### src/rtl/issue_unit.sv
`default_nettype none
// ============================================================================
//  Module      : issue_unit
//  Description : In-order issue stage for a Tomasulo datapath. It takes one
//                decoded instruction at a time and keeps the register status
//                table, which holds the producer tag of each architectural
//                register. For each instruction it picks the lowest free
//                reservation station and resolves both source operands to a
//                value (Vj/Vk) or a producer tag (Qj/Qk). It then pulses that
//                station's load strobe for one cycle. Tags are retired by
//                snooping the common data bus (CDB).
//  Optional    : define ISSUE_STATS_EN to add the o_issue_count and
//                o_stall_count statistics outputs.
//  Ports       :
//    i_clk, i_rst_n              clock (rising edge), synchronous active-low reset
//    i_instr_valid/o_instr_ready instruction handshake
//    i_instr_op/rd/rs/rt         decoded instruction fields
//    o_rf_rs_addr/o_rf_rt_addr   register file read addresses (latched instr)
//    i_rf_rs_data/i_rf_rt_data   register file read data (combinational)
//    i_rs_busy                   busy flag of each reservation station
//    o_opcode, o_r_target        issued opcode / destination register
//    o_vj, o_vk, o_qj, o_qk      issued operand values / producer tags
//    o_enable_vq                 one-hot station load strobe
//    i_cdb_valid/tag/data        common data bus broadcast
//    o_issue_count/o_stall_count statistics (ISSUE_STATS_EN only)
//  Revision    : 1.0 - initial release
// ============================================================================
module issue_unit #(
   parameter int NUM_RS   = 4,
   parameter int NUM_REGS = 8,
   parameter int DATA_W   = 16
) (
   input  logic              i_clk,
   input  logic              i_rst_n,
   input  logic              i_instr_valid,
   output logic              o_instr_ready,
   input  logic [2:0]        i_instr_op,
   input  logic [2:0]        i_instr_rd,
   input  logic [2:0]        i_instr_rs,
   input  logic [2:0]        i_instr_rt,
   output logic [2:0]        o_rf_rs_addr,
   output logic [2:0]        o_rf_rt_addr,
   input  logic [DATA_W-1:0] i_rf_rs_data,
   input  logic [DATA_W-1:0] i_rf_rt_data,
   input  logic [NUM_RS-1:0] i_rs_busy,
   output logic [2:0]        o_opcode,
   output logic [2:0]        o_r_target,
   output logic [DATA_W-1:0] o_vj,
   output logic [DATA_W-1:0] o_vk,
   output logic [2:0]        o_qj,
   output logic [2:0]        o_qk,
   output logic [NUM_RS-1:0] o_enable_vq,
   input  logic              i_cdb_valid,
   input  logic [2:0]        i_cdb_tag,
   input  logic [DATA_W-1:0] i_cdb_data
`ifdef ISSUE_STATS_EN
   ,
   output logic [15:0]       o_issue_count,
   output logic [15:0]       o_stall_count
`endif
);

   localparam int          c_TAG_W  = 3;
   localparam int          c_REG_W  = 3;
   localparam logic [0:0]  c_S_IDLE = 1'b0;
   localparam logic [0:0]  c_S_HOLD = 1'b1;

   // ---------------------------------------------------------------- state
   logic [0:0]          r_state;
   logic [0:0]          w_next_state;
   logic                w_instr_ready;

   // Latched instruction waiting for a station
   logic [2:0]          r_op;
   logic [c_REG_W-1:0]  r_rd;
   logic [c_REG_W-1:0]  r_rs;
   logic [c_REG_W-1:0]  r_rt;

   // Register status table and the just-issued station mask
   logic [c_TAG_W-1:0]  r_qi [NUM_REGS];
   logic [NUM_RS-1:0]   r_pending;

   // Issued outputs
   logic [2:0]          r_opcode;
   logic [2:0]          r_r_target;
   logic [DATA_W-1:0]   r_vj;
   logic [DATA_W-1:0]   r_vk;
   logic [c_TAG_W-1:0]  r_qj;
   logic [c_TAG_W-1:0]  r_qk;
   logic [NUM_RS-1:0]   r_enable_vq;

   // Combinational helpers
   logic                w_accept;
   logic [NUM_RS-1:0]   w_cand;
   logic                w_issue;
   logic [c_TAG_W-1:0]  w_sel;
   logic [c_TAG_W-1:0]  w_new_tag;
   logic [NUM_RS-1:0]   w_onehot;
   logic                w_cdb_hit;
   logic [c_TAG_W-1:0]  w_qi_rs;
   logic [c_TAG_W-1:0]  w_qi_rt;
   logic [DATA_W-1:0]   w_vj;
   logic [DATA_W-1:0]   w_vk;
   logic [c_TAG_W-1:0]  w_qj;
   logic [c_TAG_W-1:0]  w_qk;

   // ------------------------------------------------------ FSM: state reg
   always_ff @(posedge i_clk) begin
      if (!i_rst_n) begin
         r_state <= c_S_IDLE;
      end else begin
         r_state <= w_next_state;
      end
   end

   // ------------------------------------------------------ FSM: next state
   always_comb begin
      w_next_state = r_state;
      case (r_state)
         c_S_IDLE: if (i_instr_valid) w_next_state = c_S_HOLD;
         c_S_HOLD: if (|w_cand)       w_next_state = c_S_IDLE;
         default:                     w_next_state = c_S_IDLE;
      endcase
   end

   // ------------------------------------------------------ FSM: outputs
   always_comb begin
      w_instr_ready = 1'b0;
      if (r_state == c_S_IDLE) w_instr_ready = 1'b1;
   end

   assign w_accept = (r_state == c_S_IDLE) && i_instr_valid;

   // A station is free when it is not busy and was not loaded on the
   // previous edge (its busy flag may not have caught up yet).
   assign w_cand  = ~i_rs_busy & ~r_pending;
   assign w_issue = (r_state == c_S_HOLD) && (|w_cand);

   // Lowest-index free station wins
   always_comb begin
      w_sel = '0;
      for (int k = NUM_RS - 1; k >= 0; k--) begin
         if (w_cand[k]) w_sel = c_TAG_W'(k);
      end
   end

   assign w_new_tag = w_sel + 3'd1;
   assign w_onehot  = NUM_RS'(1) << w_sel;
   assign w_cdb_hit = i_cdb_valid && (i_cdb_tag != '0);

   // Operand resolution: ready value, same-cycle CDB bypass, or wait on tag.
   // The old status entry is read here, so rd==rs/rt sees the previous tag.
   assign w_qi_rs = r_qi[r_rs];
   assign w_qi_rt = r_qi[r_rt];

   always_comb begin
      w_vj = '0;
      w_qj = '0;
      if (w_qi_rs == '0) begin
         w_vj = i_rf_rs_data;
      end else if (i_cdb_valid && (i_cdb_tag == w_qi_rs)) begin
         w_vj = i_cdb_data;
      end else begin
         w_qj = w_qi_rs;
      end
   end

   always_comb begin
      w_vk = '0;
      w_qk = '0;
      if (w_qi_rt == '0) begin
         w_vk = i_rf_rt_data;
      end else if (i_cdb_valid && (i_cdb_tag == w_qi_rt)) begin
         w_vk = i_cdb_data;
      end else begin
         w_qk = w_qi_rt;
      end
   end

   // ------------------------------------------------------ datapath
   always_ff @(posedge i_clk) begin
      if (!i_rst_n) begin
         r_op        <= '0;
         r_rd        <= '0;
         r_rs        <= '0;
         r_rt        <= '0;
         r_pending   <= '0;
         r_opcode    <= '0;
         r_r_target  <= '0;
         r_vj        <= '0;
         r_vk        <= '0;
         r_qj        <= '0;
         r_qk        <= '0;
         r_enable_vq <= '0;
         for (int x = 0; x < NUM_REGS; x++) r_qi[x] <= '0;
      end else begin
         if (w_accept) begin
            r_op <= i_instr_op;
            r_rd <= i_instr_rd;
            r_rs <= i_instr_rs;
            r_rt <= i_instr_rt;
         end

         r_pending   <= w_issue ? w_onehot : '0;
         r_enable_vq <= w_issue ? w_onehot : '0;

         if (w_issue) begin
            r_opcode   <= r_op;
            r_r_target <= r_rd;
            r_vj       <= w_vj;
            r_vk       <= w_vk;
            r_qj       <= w_qj;
            r_qk       <= w_qk;
         end

         // Issue write to rd takes priority over a CDB clear of the same entry
         for (int x = 0; x < NUM_REGS; x++) begin
            if (w_issue && (r_rd == c_REG_W'(x))) begin
               r_qi[x] <= w_new_tag;
            end else if (w_cdb_hit && (r_qi[x] == i_cdb_tag)) begin
               r_qi[x] <= '0;
            end
         end
      end
   end

`ifdef ISSUE_STATS_EN
   logic [15:0] r_issue_count;
   logic [15:0] r_stall_count;

   always_ff @(posedge i_clk) begin
      if (!i_rst_n) begin
         r_issue_count <= '0;
         r_stall_count <= '0;
      end else begin
         if (w_issue) r_issue_count <= r_issue_count + 16'd1;
         if ((r_state == c_S_HOLD) && !(|w_cand)) r_stall_count <= r_stall_count + 16'd1;
      end
   end

   assign o_issue_count = r_issue_count;
   assign o_stall_count = r_stall_count;
`endif

   assign o_instr_ready = w_instr_ready;
   assign o_rf_rs_addr  = r_rs;
   assign o_rf_rt_addr  = r_rt;
   assign o_opcode      = r_opcode;
   assign o_r_target    = r_r_target;
   assign o_vj          = r_vj;
   assign o_vk          = r_vk;
   assign o_qj          = r_qj;
   assign o_qk          = r_qk;
   assign o_enable_vq   = r_enable_vq;

endmodule
`default_nettype wire

### config.mk
export PLATFORM = sky130hd
export DESIGN_NAME = issue_unit
export DESIGN_NICKNAME = d
export VERILOG_FILES = /design/src/rtl/issue_unit.sv
export SDC_FILE = /design/constraint.sdc
export NUM_CORES = 1
export LEC_CHECK = 0
export ABC_AREA = 1
export BUFFER_PORTS_ARGS = -buffer_cell sky130_fd_sc_hd__clkbuf_2
export CORE_UTILIZATION = 45
export CTS_BUF_LIST = sky130_fd_sc_hd__clkbuf_4
export CTS_CLUSTER_SIZE = 40
export DETAILED_ROUTE_END_ITERATION = 6
export MAX_ROUTING_LAYER = met4
export PLACE_DENSITY = 0.67
export SLEW_MARGIN = 40
export SYNTH_ARGS = -nofsm -noshare
export SYNTH_HDL_FRONTEND = slang
export SYNTH_SLANG_ARGS = --single-unit
export TNS_END_PERCENT = 30
### constraint.sdc
create_clock -name i_clk -period 2.1 [get_ports i_clk]
set_clock_uncertainty 0.05 [all_clocks]
set_input_delay 0.42 -clock i_clk [delete_from_list [all_inputs] [get_ports i_clk]]
set_output_delay 0.42 -clock i_clk [all_outputs]
set_load 0.01 [all_outputs]
==> results.cfg, run 1 <==
[run_status]
status = finished clean

[cells_and_area]
final-seq-area_sq_um = 2062
finalNetCount = 932
n_antenna_cell = 0
drive_above_1_share_pct = 27.86
fillers = 1093
area_growth_pct = 19.01
multi_input_area_sq_um = 2545

[clock_network]
cts_resized = 0
cts_buffers = 9
clock-root-buffer = clkbuf_4
clk_latency_ps = 470
clockBufferDepth = 2
cts_setup_buffers = 0
cts_hold_buf = 0
cts_tree = built
ctsHtreeMaxLevel = 3
cts.sinks = 91
path_clk_slew_ps = 160

[setup_path]
cp_slowest_cell = dfxtp_1
cp-end-kind = flip-flop
cp.arrival_ps = 2260
cp-start-kind = flip-flop
slowest_delay_ps = 620
path_cells = inv_2 -> nand3_1 -> nand3_1 -> nand2_2 -> nand3_2 -> buf_12 -> nor2_1 -> nor2_1 -> a21oi_2
worstPathMaxFanout = 32
worstSetupPathType = reg -> reg
cp_data_required_time_ps = 2450

[hold_path]
hp-class = in -> reg

[logic_synthesis]
ys.flop_type = dfxtp_1
yosys_warnings = 0
ys_async_sr_fraction_pct = 0
ys_ff_latch = 91
synth_edf_count = 24
synth_xor_area_share_pct = 2.489
yosys-top-cells-count = 124 x nor2_1, 120 x nand2_1, 108 x inv_1
synth_nets = 806
yosysTopAreaCell = dfxtp_1
synth_compound_area_share_pct = 11.97
synth_mux_area_share_pct = 0
yosysMostFrequentCell = nor2_1
syn_inst = 734
synthTopCellsByArea = dfxtp_1 25%, edfxtp_1 14%, nor2_1 8.8%
synth_top_family_by_area = simple AND/OR/NAND/NOR gates
synthAdderAreaFrac_pct = 0.2370
synth_area_sq_um = 5279
yosysSeqAreaShare_pct = 39.06
yosys.area_share.simple_pct = 33.52
ys_types = 32
netlist.area_leader.share_pct = 25.41
avgSynthCellArea_sq_um = 7.192

[global_routing]
overflow = 0
grt_pass1_vias = 4783
grt_max_degree = 45
antenna_found_initial = 0
grt_usage_pct = 25.85
grt_pass1_wl_microns = 23390

[detailed_routing]
vias = 5168
drt_pass1_iterations = 5
drc = 0
drt-initial-drc-count = 336
final_antenna_net_count = 0
via_per_inst = 5.127
post_drt_wl_per_cell_microns = 14.65
wl_microns = 14770

[timing]
final_max_slew_viol_count = 0
fin_crit_ps = 1904
slew-limit-headroom_pct = 67.49
hold_viol_final = 0
finalSetupViolCount = 0
fmaxAchievable_ghz = 0.5252
finalCritPeriodShare_pct = 90.67
tightest_slew_ps = 487.7
setup_tns_ps = 0
hold_slack_ps = 126.9
rsz0062_at_grt = no

[pwr]
seq_power_share_pct = 46.8
power_mw = 4.358
swShare_pct = 37.39
comb_power_share_pct = 30.9
internal_power_mw = 2.729
ir_drop_mv = 0.4778
clkPwrFrac_pct = 22.3
power.switching_mw = 1.629
powerDensity_nw_per_um2 = 693.7
p_leak_nw = 3.154

[floorplanning]
fp.dieW_microns = 110.3
rows = 39
die_area_sq_um = 12170
die_y_microns = 110.3
coreArea_sq_um = 11420
start_util_pct = 46.23
io-pin-count = 126

[placed_design]
place.gp.congestion = 0.9292
numPortBuffers = 125
hpwlAfterDp_microns = 11210

[flow_run]
maxCapViolations = 0
==> cell families after synthesis <==
group,count (synthesis)
AO/OA/AOI/OAI,104
XOR/XNOR,15
adder cells (fa/ha/maj),1
buffers and inverters,153
flip-flops,91
AND/OR/NAND/NOR,370
==> power groups by stage <==
stage | clock network [mW] | registers (mW) | logic [mW]
6_report | 0.972 | 2.04 | 1.35
4_1_cts | 0.993 | 2.04 | 1.35
5_1_grt | 1.05 | 2.05 | 1.49
3_3_place_gp | 0 | 2.07 | 1.32
3_5_place_dp | 0 | 2.07 | 1.34
2_1_floorplan | 0 | 2.08 | 0.873
==> path summary, 6_finish.rpt <==
check / startpoint / end / slack, ps / depth (start not counted)
setup reg to reg: flip-flop / o_vj[7]$_SDFFE_PN0N_ / 200 / 9
setup / recovery: flip-flop / o_vj[7]$_SDFFE_PN0N_ / 200 / 9
hold reg to reg: r_op[2]$_SDFFE_PN0P_ / r_op[2]$_SDFFE_PN0P_ / 410 / 2
hold / removal: i_instr_rd[2] / r_rd[2]$_SDFFE_PN0P_ / 130 / 3
==> critical path, delay by kind of cell (launching register included) <==
kind            cells  cell delay (ps)
simple gates        6              710
buf+inv             2              320
compound gates      1              140
flops               1              620
==> registers in the layout, summed over array words and instances (netlist names), 4 cells and up, named ones only <==
signal and count:
r_qi 24, o_vj 16, o_enable_vq 4, o_vk 16
==> cell type report <==
| type | instances | share of cell area [%] |
|---|---|---|
| sequential | 91 | 32.82 |
| tap | 143 | 2.848 |
| clock inverter | 7 | 1.095 |
| clock buffer | 9 | 1.075 |
| inverter | 117 | 6.991 |
| multi-input combinational | 490 | 40.51 |
| timing repair buffer | 151 | 14.66 |
==> metal layers <==
layer	GRT usage [%]	share of wire, %	up-vias
met5	-	0	-
met2	38.86	45	195
met3	3.292	6.1	18
li1	-	-	2593
met4	9.586	1.5	0
met1	35.53	48	2362
==> stage by stage <==
| step | area, sq um | util [%] | setup slack, ps | std cells |
|---|---|---|---|---|
| CTS | 6282 | 55.02 | 227.7 | 1008 |
| global route | 6282 | 55.02 | 36.16 | 1008 |
| finish | 6282 | 55.02 | 195.9 | 1008 |
| detailed placement | 6146 | 53.82 | 94.03 | 992 |
| global placement | 6146 | 53.82 | 207.3 | 992 |
| floorplan | 5279 | - | 224.2 | 734 |
==> layout by cell type, fill, tap and decap left out, types with 3 or more instances in the layout <==
master	instances
a21oi_1	19
a21oi_2	20
buf_12	8
buf_4	18
clkbuf_2	125
clkbuf_4	9
dfxtp_1	67
edfxtp_1	24
inv_1	108
inv_2	9
inv_8	3
nand2_1	120
nand2_2	13
nand3_1	73
nand3_2	27
nand4_1	3
nor2_1	124
nor2_8	4
o21ai_0	50
o221ai_1	5
o22ai_1	7
xnor2_1	15
Note: power is estimated with default switching activity, not from simulation.
==> run 2: changes to the inputs <==
--- a/config.mk
+++ b/config.mk
@@ -8,7 +8,7 @@
 export ABC_AREA = 1
 export BUFFER_PORTS_ARGS = -buffer_cell sky130_fd_sc_hd__clkbuf_2
 export CORE_UTILIZATION = 45
-export CTS_BUF_LIST = sky130_fd_sc_hd__clkbuf_4
+export CTS_BUF_LIST = sky130_fd_sc_hd__clkbuf_4 sky130_fd_sc_hd__clkbuf_8 sky130_fd_sc_hd__clkbuf_16
 export CTS_CLUSTER_SIZE = 40
 export DETAILED_ROUTE_END_ITERATION = 6
 export MAX_ROUTING_LAYER = met4
==> constraint.sdc (replaced) <==
create_clock -name i_clk -period 2.2 [get_ports i_clk]
set_clock_uncertainty 0.05 [all_clocks]
set_input_delay 0.44 -clock i_clk [delete_from_list [all_inputs] [get_ports i_clk]]
set_output_delay 0.44 -clock i_clk [all_outputs]
set_load 0.01 [all_outputs]
==> results.cfg, run 2 (synthesized netlist as in run 1, its figures left out) <==
[timing]
final_max_slew_viol_count = 0
fin_crit_ps = 1940
hold_viol_final = 0
tightest_slew_ps = 490.8
setup_tns_ps = 0
fmaxAchievable_ghz = 0.5154
finalSetupViolCount = 0
hold_slack_ps = 289.1
slew-limit-headroom_pct = 67.28
finalCritPeriodShare_pct = 88.19
rsz0062_at_grt = no

[flow_run]
maxCapViolations = 0

[detailed_routing]
drc = 0
vias = 5129
drt-initial-drc-count = 374
drt_pass1_iterations = 5
via_per_inst = 5.098
post_drt_wl_per_cell_microns = 14.58
wl_microns = 14670
final_antenna_net_count = 0

[cells_and_area]
n_antenna_cell = 0
layout_common_cells = 125 x clkbuf_2, 124 x nor2_1, 120 x nand2_1, 108 x inv_1, 73 x nand3_1
regMostFlops = r_qi
fillers = 1083
drive_above_1_share_pct = 27.69
final_common_cell = clkbuf_2
area_growth_pct = 21.14
largest_reg_flops = 24
finalNetCount = 930

[global_routing]
grt_max_degree = 46
grt_pass1_wl_microns = 23340
overflow = 0
grt_pass1_vias = 4733
antenna_found_initial = 0
grt_usage_pct = 26.01

[setup_path]
cp.arrival_ps = 2170
path_cells = inv_2 -> nand2_1 -> nand3_1 -> nand3_1 -> nand2_2 -> nand2_1 -> nand2_2 -> nor2_8 -> buf_4 -> nand3_2 -> a21oi_2
cp-end-kind = flip-flop
slowest_delay_ps = 480
cp-start-kind = flip-flop
worstSetupPathType = reg -> reg
worstPathMaxFanout = 12
cp_slowest_cell = dfxtp_1
cp_data_required_time_ps = 2430

[hold_path]
holdCritStartpoint = i_instr_rd[1]
hp-class = in -> reg

[clock_network]
cts_hold_buf = 0
cts_setup_buffers = 0
cts_buffers = 9
cts.sinks = 91
cts_resized = 0
clockBufferDepth = 2
cts_tree = built
path_clk_slew_ps = 70
ctsHtreeMaxLevel = 3
clk_latency_ps = 340
clock-root-buffer = clkbuf_16

[placed_design]
numPortBuffers = 125
hpwlAfterDp_microns = 11150
place.gp.congestion = 0.9634

[floorplanning]
io-pin-count = 126
coreArea_sq_um = 11420
die_y_microns = 110.3
rows = 39
start_util_pct = 46.23
die_area_sq_um = 12170
fp.dieW_microns = 110.3

[run_status]
status = finished clean

[pwr]
power_mw = 4.742
ir_drop_mv = 0.4149
powerDensity_nw_per_um2 = 741.5
p_leak_nw = 3.201
==> run 2: cell type report <==
cell class / count / area (sq um) / share of cell area [%]
multi-input combinational: 490 / 2545 / 39.80
sequential: 91 / 2062 / 32.24
timing repair buffer: 149 / 868.3 / 13.58
inverter: 117 / 439.2 / 6.868
clock buffer: 10 / 250.2 / 3.913
tap: 143 / 178.9 / 2.798
clock inverter: 6 / 51.30 / 0.8022
==> run 2: metrics by stage <==
step           instance area, sq um  instances  util, %  setup slack [ps]
2_1_floorplan                  5279        734        -             304.2
3_3_place_gp                   6093        990    53.36             294.4
3_5_place_dp                   6093        990    53.36             207.7
4_1_cts                        6395       1006    56.00             291.6
5_1_grt                        6395       1006    56.00             75.64
6_report                       6395       1006    56.00             259.9
==> run 2: metal layers <==
metal / global-route usage (%) / part of all wire (%)
met1: 35.76 / 46
met2: 38.82 / 46
met3: 4.468 / 6.3
met4: 8.459 / 1.3
met5: - / 0
==> run 2: final timing paths <==
path | endpoint | slack, ps | cells after the start
worst min-delay path | r_rd[1]$_SDFFE_PN0P_ | 290 | 3
worst max-delay path | o_vk[8]$_SDFFE_PN0N_ | 260 | 11
worst max register to register | o_vk[8]$_SDFFE_PN0N_ | 260 | 11
worst min register to register | r_op[1]$_SDFFE_PN0P_ | 400 | 2
==> run 2: power breakdown <==
group          leakage (nW)  internal [mW]  switching, mW
logic                  2.25          0.463          0.789
registers             0.801           1.85         0.0911
clock network         0.146          0.855          0.694
total                  3.20           3.17           1.57
==> run 2: worst max-delay path, delay by kind of cell (launching register included) <==
| family | cells | cell delay, ps |
|---|---|---|
| compound gates | 1 | 130 |
| flops | 1 | 480 |
| buf+inv | 2 | 370 |
| simple gates | 8 | 840 |
==> run 3: changes to the inputs <==
--- a/config.mk
+++ b/config.mk
@@ -5,7 +5,6 @@
 export SDC_FILE = /design/constraint.sdc
 export NUM_CORES = 1
 export LEC_CHECK = 0
-export ABC_AREA = 1
 export BUFFER_PORTS_ARGS = -buffer_cell sky130_fd_sc_hd__clkbuf_2
 export CORE_UTILIZATION = 45
 export CTS_BUF_LIST = sky130_fd_sc_hd__clkbuf_4 sky130_fd_sc_hd__clkbuf_8 sky130_fd_sc_hd__clkbuf_16
==> results.cfg, run 3 <==
[cells_and_area]
finalNetCount = 726
fillers = 922
drive_above_1_share_pct = 40.67
final-seq-area_sq_um = 2069
largest_reg_flops = 24
layout_common_cells = 125 x clkbuf_2, 65 x dfxtp_1, 51 x nand2_1, 47 x buf_4, 39 x o21ai_0
final_common_cell = clkbuf_2
regMostFlops = r_qi
post-route-util_pct = 60.26
multi_input_area_sq_um = 2825
area_growth_pct = 29.63
n_antenna_cell = 0

[floorplanning]
die_y_microns = 108.3
start_util_pct = 46.49
rows = 38
io-pin-count = 126
die_area_sq_um = 11730
coreArea_sq_um = 10940
fp.dieW_microns = 108.3

[setup_path]
path_depth = 8
cp-end-kind = flip-flop
cp_slowest_cell = mux4_2
path_common_cell = buf_6
cp-start-kind = flip-flop
worstSetupPathType = reg -> reg
slowest_delay_ps = 500
cp.arrival_ps = 2500
crit_buf_inv = 3
path_cells = buf_6 -> mux4_2 -> mux2i_4 -> buf_6 -> nor3b_4 -> nor4_4 -> buf_12 -> o32ai_2
cp_data_required_time_ps = 2410
worstPathMaxFanout = 12
r2r_slack_ps = -90
reg2reg_depth = 8
crit_family = multiplexers

[hold_path]
hp-class = in -> reg
hold_depth = 2

[run_status]
violations = setup timing
status = finished, violations left

[placed_design]
place.gp.congestion = 0.9230
hpwlAfterDp_microns = 10600
numPortBuffers = 125
post-place-ws_ps = -494.3

[detailed_routing]
met3_wirelength_microns = 982
drt-initial-drc-count = 350
wl_microns = 14500
drt_pass1_iterations = 6
post_drt_wl_per_cell_microns = 18.15
wl_met1_microns = 6235
wl_met2_microns = 6887
via_per_inst = 5.837
vias = 4664
drc = 0
route.top_layer_used = met4
final_antenna_net_count = 0

[clock_network]
cts_buffers = 9
clockBufferDepth = 2
clk_latency_ps = 350
clock-root-buffer = clkbuf_16
cts.sinks = 91
cts_tree = built
ctsHtreeMaxLevel = 3
path_clk_slew_ps = 70

[global_routing]
grt_usage_pct = 25.79
grt_pass1_wl_microns = 22240
antenna_found_initial = 0
grt_max_degree = 70
grt_pass1_vias = 4374
overflow = 0

[timing]
fin_ws_ps = -91.77
rsz0062_at_grt = yes
hold_viol_final = 0
finalCritPeriodShare_pct = 104.2
fmaxAchievable_ghz = 0.4363
fin_crit_ps = 2292
slew-limit-headroom_pct = 65.12
hold_slack_ps = 224.2
tightest_slew_ps = 518.6
setup_tns_ps = -643.3
finalSetupViolCount = 21
final_max_slew_viol_count = 0

[logic_synthesis]
syn_inst = 502
yosysSeqAreaShare_pct = 40.56
ys.flop_type = dfxtp_1
synth_edf_count = 24
synth_nets = 574
ys_ff_latch = 91
yosys-top-cells-count = 67 x dfxtp_1, 52 x nand2_1, 39 x o21ai_0
ys_types = 55
synth_area_sq_um = 5084
yosys_warnings = 0
synthTopCellsByArea = dfxtp_1 26%, edfxtp_1 14%, o32ai_2 6.4%
yosysTopAreaCell = dfxtp_1
avgSynthCellArea_sq_um = 10.13
yosysMostFrequentCell = dfxtp_1
netlist.area_leader.share_pct = 26.38
ys_async_sr_fraction_pct = 0

[pwr]
powerDensity_nw_per_um2 = 713.7
p_leak_nw = 2.532
ir_drop_mv = 0.6604

[flow_run]
maxCapViolations = 0
## run 3: cell count changes after synthesis, sizes merged, moves of 12 or more
cell,change
nor2,-111
nand2,-80
mux2i,+12
o211ai,+33
o32ai,+32
clkbuf,+12
inv,-110
a21boi,+18
nand3,-92
## run 3: worst paths after layout
check / from / endpoint
worst min register to register: o_enable_vq[0]$_SDFF_PP0_ / o_enable_vq[0]$_SDFF_PP0_
worst min-delay path: i_rs_busy[0] / o_enable_vq[0]$_SDFF_PP0_
worst max-delay path: r_qi[6][1]$_SDFFCE_PP0P_ / o_vj[10]$_SDFFE_PN0N_
worst max register to register: r_qi[6][1]$_SDFFCE_PP0P_ / o_vj[10]$_SDFFE_PN0N_
## run 3: through the flow
| stage | total power [mW] | area (sq um) | cells |
|---|---|---|---|
| after floorplan | 2.652 | 5084 | 502 |
| after global placement | 3.022 | 6023 | 774 |
| after detailed placement | 3.060 | 6042 | 776 |
| after CTS | 4.674 | 6457 | 796 |
| after global routing | 4.906 | 6590 | 799 |
| final | 4.703 | 6590 | 799 |
## run 3: timing repair
| action | 4_1_cts | 5_1_grt |
|---|---|---|
| setup buffers | 5 | 3 |
| hold buffers | 0 | 0 |
| gates cloned | 0 | 0 |
| pin swaps | 6 | 20 |
| resized for setup | 16 | 21 |
| endpoints found under the setup margin | 37 | 35 |
## run 3: metal layers
metal,vias to the layer above,track usage (%)
met4,0,10.52
met3,32,5.907
met2,161,39.85
li1,2206,-
met5,-,-
met1,2265,32.55
## run 3: cell families after synthesis
logic type	synth area share [%]
multiplexers	6.892
XOR/XNOR	4.824
AND/OR/NAND/NOR	14.94
AO/OA/AOI/OAI	25.84
adder cells (fa/ha/maj)	0.2461
flip-flops	40.56
buffers and inverters	6.694
## run 3: final cells by class
| cell class | instances | share of cell area (%) |
|---|---|---|
| Clock buffer | 12 | 4.215 |
| Clock inverter | 4 | 0.4747 |
| Inverter | 7 | 0.3987 |
| Multi-Input combinational cell | 357 | 42.87 |
| Sequential cell | 91 | 31.40 |
| Tap cell | 140 | 2.658 |
| Timing Repair Buffer | 188 | 17.98 |
## run 3: where the power goes
part           switching [mW]  internal, mW
sequential              0.115          1.84
clock                   0.671         0.901
combinational           0.646         0.527
total                    1.43          3.27
